--- config.mk ---
export PLATFORM = sky130hd
export DESIGN_NAME = hazard_stall_controller
export DESIGN_NICKNAME = d
export VERILOG_FILES = /design/src/rtl/riscv_pipe_pkg.sv /design/src/rtl/hazard_match.sv /design/src/rtl/hazard_stall_controller.sv
export SDC_FILE = /design/constraint.sdc
export NUM_CORES = 1
export LEC_CHECK = 0
export CAP_MARGIN = 25
export CORE_MARGIN = 2
export CORE_UTILIZATION = 45
export CTS_BUF_LIST = sky130_fd_sc_hd__clkbuf_4 sky130_fd_sc_hd__clkbuf_8
export CTS_CLUSTER_SIZE = 10
export DETAILED_ROUTE_END_ITERATION = 7
export PLACE_DENSITY = 0.82
export SKIP_CTS_REPAIR_TIMING = 1
export SLEW_MARGIN = 20
export SYNTH_ARGS = -nofsm -noshare
export SYNTH_HDL_FRONTEND = slang
export SYNTH_SLANG_ARGS = --single-unit
--- constraint.sdc ---
create_clock -name clk -period 3.7 [get_ports clk]
set_input_delay 0.925 -clock clk [delete_from_list [all_inputs] [get_ports clk]]
set_output_delay 0.925 -clock clk [all_outputs]
set_load 0.05 [all_outputs]
--- src/rtl/riscv_pipe_pkg.sv ---
// Shared pipeline definitions: register-index width, x0 index, sequencer states.
package riscv_pipe_pkg;

   localparam int REG_W = 5;
   localparam logic [REG_W-1:0] REG_ZERO = '0;

   typedef enum logic [1:0] {
      ST_RUN   = 2'd0,
      ST_STALL = 2'd1,
      ST_HOLD  = 2'd2
   } pipe_state_t;

endpackage

--- src/rtl/hazard_match.sv ---
// Compares a producer destination against the ID-stage sources; x0 never matches.
module hazard_match
   import riscv_pipe_pkg::*;
(
   input  logic [REG_W-1:0] rd,
   input  logic [REG_W-1:0] rs1,
   input  logic [REG_W-1:0] rs2,
   input  logic             use_rs1,
   input  logic             use_rs2,
   output logic             match
);

   // A match needs a real destination and a source that is actually read.
   always_comb begin
      match = (rd != REG_ZERO) &&
              ((use_rs1 && (rd == rs1)) || (use_rs2 && (rd == rs2)));
   end

endmodule

--- src/rtl/hazard_stall_controller.sv ---
// Load-use / branch-operand stall sequencer with memory hold and event counters.
module hazard_stall_controller
   import riscv_pipe_pkg::*;
#(
   parameter int CNT_W = 32
) (
   input  logic             clk,
   input  logic             reset,
   input  logic [REG_W-1:0] if_id_rs1,
   input  logic [REG_W-1:0] if_id_rs2,
   input  logic             if_id_use_rs1,
   input  logic             if_id_use_rs2,
   input  logic             if_id_is_branch,
   input  logic             id_ex_memread,
   input  logic             id_ex_regwrite,
   input  logic [REG_W-1:0] id_ex_rd,
   input  logic             ex_mem_memread,
   input  logic [REG_W-1:0] ex_mem_rd,
   input  logic             branch_taken,
   input  logic             mem_hold,
   output logic             pc_write,
   output logic             if_id_write,
   output logic             id_ex_bubble,
   output logic             if_id_flush,
   output logic             pipe_hold,
   output logic [CNT_W-1:0] stall_cycles,
   output logic [CNT_W-1:0] flush_events
);

   pipe_state_t state, state_nx, ret_state, ret_nx, eff_state;
   logic [1:0]  remain, remain_nx;
   logic        m_ex, m_mem;
   logic        hz_lb, hz_one;

   hazard_match u_match_ex (
      .rd(id_ex_rd), .rs1(if_id_rs1), .rs2(if_id_rs2),
      .use_rs1(if_id_use_rs1), .use_rs2(if_id_use_rs2), .match(m_ex)
   );

   hazard_match u_match_mem (
      .rd(ex_mem_rd), .rs1(if_id_rs1), .rs2(if_id_rs2),
      .use_rs1(if_id_use_rs1), .use_rs2(if_id_use_rs2), .match(m_mem)
   );

   // Hazard classes: load->branch needs two cycles, the others one.
   always_comb begin
      hz_lb  = if_id_is_branch && id_ex_memread && m_ex;
      hz_one = (!if_id_is_branch && id_ex_memread && m_ex) ||
               (if_id_is_branch && id_ex_regwrite && !id_ex_memread && m_ex) ||
               (if_id_is_branch && ex_mem_memread && m_mem);
      // HOLD is transparent: a released cycle behaves as the frozen state.
      eff_state = (state == ST_HOLD) ? ret_state : state;
   end

   // Next state and same-cycle pipeline controls.
   always_comb begin
      pc_write     = 1'b1;
      if_id_write  = 1'b1;
      id_ex_bubble = 1'b0;
      if_id_flush  = 1'b0;
      pipe_hold    = 1'b0;
      state_nx     = state;
      ret_nx       = ret_state;
      remain_nx    = remain;
      if (reset) begin
         // Controls stay at their free-running values; registers clear below.
      end else if (mem_hold) begin
         pc_write    = 1'b0;
         if_id_write = 1'b0;
         pipe_hold   = 1'b1;
         state_nx    = ST_HOLD;
         ret_nx      = eff_state;
      end else begin
         case (eff_state)
            ST_STALL: begin
               pc_write     = 1'b0;
               if_id_write  = 1'b0;
               id_ex_bubble = 1'b1;
               if (remain <= 2'd1) begin
                  state_nx  = ST_RUN;
                  remain_nx = 2'd0;
               end else begin
                  state_nx  = ST_STALL;
                  remain_nx = remain - 2'd1;
               end
            end
            default: begin
               state_nx = ST_RUN;
               if (hz_lb || hz_one) begin
                  pc_write     = 1'b0;
                  if_id_write  = 1'b0;
                  id_ex_bubble = 1'b1;
                  if (hz_lb) begin
                     state_nx  = ST_STALL;
                     remain_nx = 2'd1;
                  end
               end else begin
                  if_id_flush = if_id_is_branch && branch_taken;
               end
            end
         endcase
      end
   end

   // Sequencer registers; reset abandons any stall or hold in progress.
   always_ff @(posedge clk) begin
      if (reset) begin
         state     <= ST_RUN;
         ret_state <= ST_RUN;
         remain    <= 2'd0;
      end else begin
         state     <= state_nx;
         ret_state <= ret_nx;
         remain    <= remain_nx;
      end
   end

   // Event counters, wrapping naturally; nothing counts while memory holds.
   always_ff @(posedge clk) begin
      if (reset) begin
         stall_cycles <= '0;
         flush_events <= '0;
      end else if (!mem_hold) begin
         stall_cycles <= stall_cycles + CNT_W'(id_ex_bubble);
         flush_events <= flush_events + CNT_W'(if_id_flush);
      end
   end

endmodule
==> impl_metrics.csv <==
group,metric,value,unit
run_status,status,"finished, final reports clean",
timing,report.final.setup_viol,0,
floorplanning,core_area,0.00765,mm²
clocking,cts_tree,"yes",
clocking,root_buffer,"clkbuf_8",
placement,place_ws,-0.461,ns
power_and_ir_drop,switching_share,23.6,%
placement,place.gp.congestion,0.852,
placement,dpl.cell_count,613,
grt,antenna_found_initial,0,
detailed_routing,via_per_inst,5.30,
setup_path,timing.rr.start,"state[0]",
power_and_ir_drop,p_int,1080,µW
detailed_routing,avgRoutedWirePerCell,14.7,µm
worst_hold_path,whs_endpoint,"remain[1]",
floorplanning,die_y,92.4,µm
finish,num_antenna_cells,0,
clocking,clockBufferDepth,2,
floorplanning,ioPinCount,99,
placement,io_buffers,98,
timing,hold_viol_final,0,
finish,stdcell_count,636,
synth,synth.cell_area,0.00352,mm²
setup_path,crit_path_frequent_cell,"buf_4",
setup_path,path_buf_inv,4,
setup_path,crit_family,"simple AND/OR/NAND/NOR gates",
grt,grt_pass1_wl,14.6,mm
setup_path,slowest_delay,0.56,ns
synth,synth_cell_types,43,
detailed_routing,drt_iter0_drc,127,
run,max_cap_viol_count,0,
floorplanning,die-area,0.00854,mm²
timing,slew_viol_final,0,
clocking,cts.sinks,70,
power_and_ir_drop,clkPwrFrac,38.0,%
power_and_ir_drop,seqPwrFrac,53.2,%
timing,finalCriticalPeriod,3.69,ns
clocking,cts.htree.levels,3,
setup_path,r2r_slack,0.46,ns
finish,areaGrowthSynthToFinish,49.3,%
worst_hold_path,hold_path.class,"reg2reg",
timing,max_freq,271,MHz
setup_path,crit_path_start_kind,"input port",
synth,yosysSeqAreaShare,39.9,%
grt,grt_pass1_vias,3199,
setup_path,cp-startpoint,"if_id_rs2[3]",
finish,utilization,68.7,%
grt,grt_overflow,0,
setup_path,rr_endpoint,"stall_cycles[31]",
finish,nets,566,
clocking,clk_pin_slew,0.07,ns
grt,grt_usage,20.7,%
finish,fill_cells,601,
detailed_routing,drt_first_pass_iters,4,
timing,finClkSkew,0.0106,ns
timing,fin_ws,0.0130,ns
setup_path,critical_path.cell_chain,"dlymetal6s2s_1 -> xor2_1 -> nor4_2 -> a32oi_2 -> o22ai_4 -> buf_4 -> o21a_2 -> ha_2 -> buf_4 -> nand4b_4 -> nor4b_4 -> buf_4 -> nand3_4 -> or4_4 -> a21oi_1",
power_and_ir_drop,power.leakage,0.00200,µW
timing,final.period_utilization,99.6,%
synth,synth_nets,444,
clocking,clock_latency,0.33,ns
floorplanning,dieWidth,92.4,µm
detailed_routing,wirelength,9.37,mm
setup_path,worstPathArrival,3.95,ns
synth,synth_area_leaders,"dfxtp_1 (40%), xnor2_1 (12%), nor2_1 (5.9%)",
power_and_ir_drop,power_density,271,mW/mm²
detailed_routing,drc_errors,0,
finish,layout-drive-gt1-share,16.7,%
synth,yosysWarnings,0,
floorplanning,start_util,46.0,%
setup_path,cp_max_fo,5,
detailed_routing,antenna_left,0,
clocking,cts_made_buffers,9,
grt,grt_max_degree,70,
setup_path,crit_path_end_kind,"flip-flop",
power_and_ir_drop,p_sw,336,µW
setup_path,crit_slowest_cell,"or4_4",
detailed_routing,dr_total_vias,3371,
worst_hold_path,hold_depth,2,
placement,hpwlAfterDp,6.53,mm
synth,synthCells,409,
timing,slew_headroom,31.1,%
setup_path,reg2reg_depth,11,
timing,fin_tns_setup,0,ns
floorplanning,num_rows,32,
setup_path,critPathKind,"in2reg",
power_and_ir_drop,peakVddDrop,0.000213,V
worst_hold_path,holdCritStartpoint,"remain[1]",
power_and_ir_drop,p_comb_share,8.8,%
setup_path,cp.required,3.96,ns
synth,ys_ff_latch,70,
synth,synth_top_cell_area_share,39.9,%
synth,avgSynthCellArea,8.60,µm²
timing,rsz0062_at_grt,"yes",
synth,synth_area_leader_cell,"dfxtp_1",
timing,worstMarginPinSlew,1.02,ns
==> cell families after synthesis <==
group	count (synthesis)	share of synthesized area, %
and+or+nand+nor	182	28.8
DFF	70	39.9
xor gates and xnor gates	66	16.4
AOI/OAI and AO/OA	47	7.79
buffers and inverters	35	4.20
adders and majority gates	5	1.78
muxes	4	1.14
==> area by class of cell <==
cell class / count / area (µm²) / share of cell area, %
Clock buffer: 12 / 153 / 2.91
Clock inverter: 2 / 10.0 / 0.191
Inverter: 15 / 56.3 / 1.07
Multi-Input combinational cell: 306 / 2200 / 41.9
Sequential cell: 70 / 1400 / 26.7
Tap cell: 102 / 128 / 2.43
Timing Repair Buffer: 129 / 1300 / 24.8
==> synth_stat cells (all sizes together) <==
library cell / instances
nor2: 55
inv: 15
and2: 2
xnor2: 49
nor3b: 2
o21a: 2
nor4b: 1
and4b: 1
and3b: 2
clkbuf: 14
o22a: 1
nor3: 16
nand4b: 2
nand3: 21
xor2: 17
o31ai: 2
a22oi: 1
a32oi: 1
o211ai: 3
nor4: 14
buf: 6
and4: 8
mux2i: 4
dfxtp: 70
nand2: 19
o21ai: 14
ha: 5
nand4: 15
o22ai: 1
nor2b: 7
or3: 14
or4: 3
a21oi: 20
o211a: 2
==> layout by cell type, fill, tap and decap left out, drive strengths merged, types with 15 or more instances in the layout <==
cell type	synthesis	layout
buf	6	39
nand4	15	16
xor2	17	17
dfxtp	70	70
nor3	16	16
dlymetal6s2s	0	17
clkdlybuf4s50	0	72
inv	15	15
nand3	21	22
nor2	55	55
nand2	19	19
a21oi	20	20
xnor2	49	49
==> power groups by stage <==
stage / registers [µW] / logic [µW] / clock network (µW)
floorplan: 774 / 56.9 / 0
global placement: 772 / 121 / 0
detailed placement: 772 / 124 / 0
CTS: 755 / 124 / 546
global route: 755 / 133 / 579
finish: 755 / 125 / 540
==> metrics by stage <==
step / instance area (µm²) / hold slack [ns] / total power (µW)
6_report: 5250 / 0.469 / 1420
5_1_grt: 5250 / 0.495 / 1470
4_1_cts: 5080 / 0.469 / 1430
3_5_place_dp: 4920 / 0.457 / 896
3_3_place_gp: 4920 / 0.438 / 894
2_1_floorplan: 3690 / 0.425 / 830
==> sequential cells by signal, indices dropped and copies added (netlist names) <==
name / count
ret_state: 2
stall_cycles: 32
flush_events: 32
state: 2
remain: 2
==> metal layers <==
metal  GRT usage, %  share of wire (%)  vias up
li1               -                  -     1666
met1           24.4                 42     1608
met2           37.5                 52       87
met3           4.23                4.7       10
met4           6.72                1.3        0
met5              0                  0        -
==> worst register-to-register path: stages (launching register included) <==
cell      delay, ns
dfxtp_1        0.35
inv_1          0.08
o21ai_0        0.80
o21a_2         0.30
ha_2           0.18
buf_4          0.11
nand4b_4       0.11
nor4b_4        0.29
buf_4          0.17
nand3_4        0.09
or4_4          0.56
a21oi_1        0.14
==> how the worst max path moves through the flow <==
| stage | end | slack [ns] | depth (start not counted) |
|---|---|---|---|
| after floorplan | flush_events[27] | -0.12 | 13 |
| after global placement | flush_events[24] | -0.32 | 13 |
| after detailed placement | stall_cycles[31] | -0.46 | 13 |
| after CTS | if_id_write | -0.32 | 8 |
| after global routing | stall_cycles[31] | -0.08 | 15 |
| final | stall_cycles[31] | 0.01 | 15 |
Power figures use the tool's default switching activity.
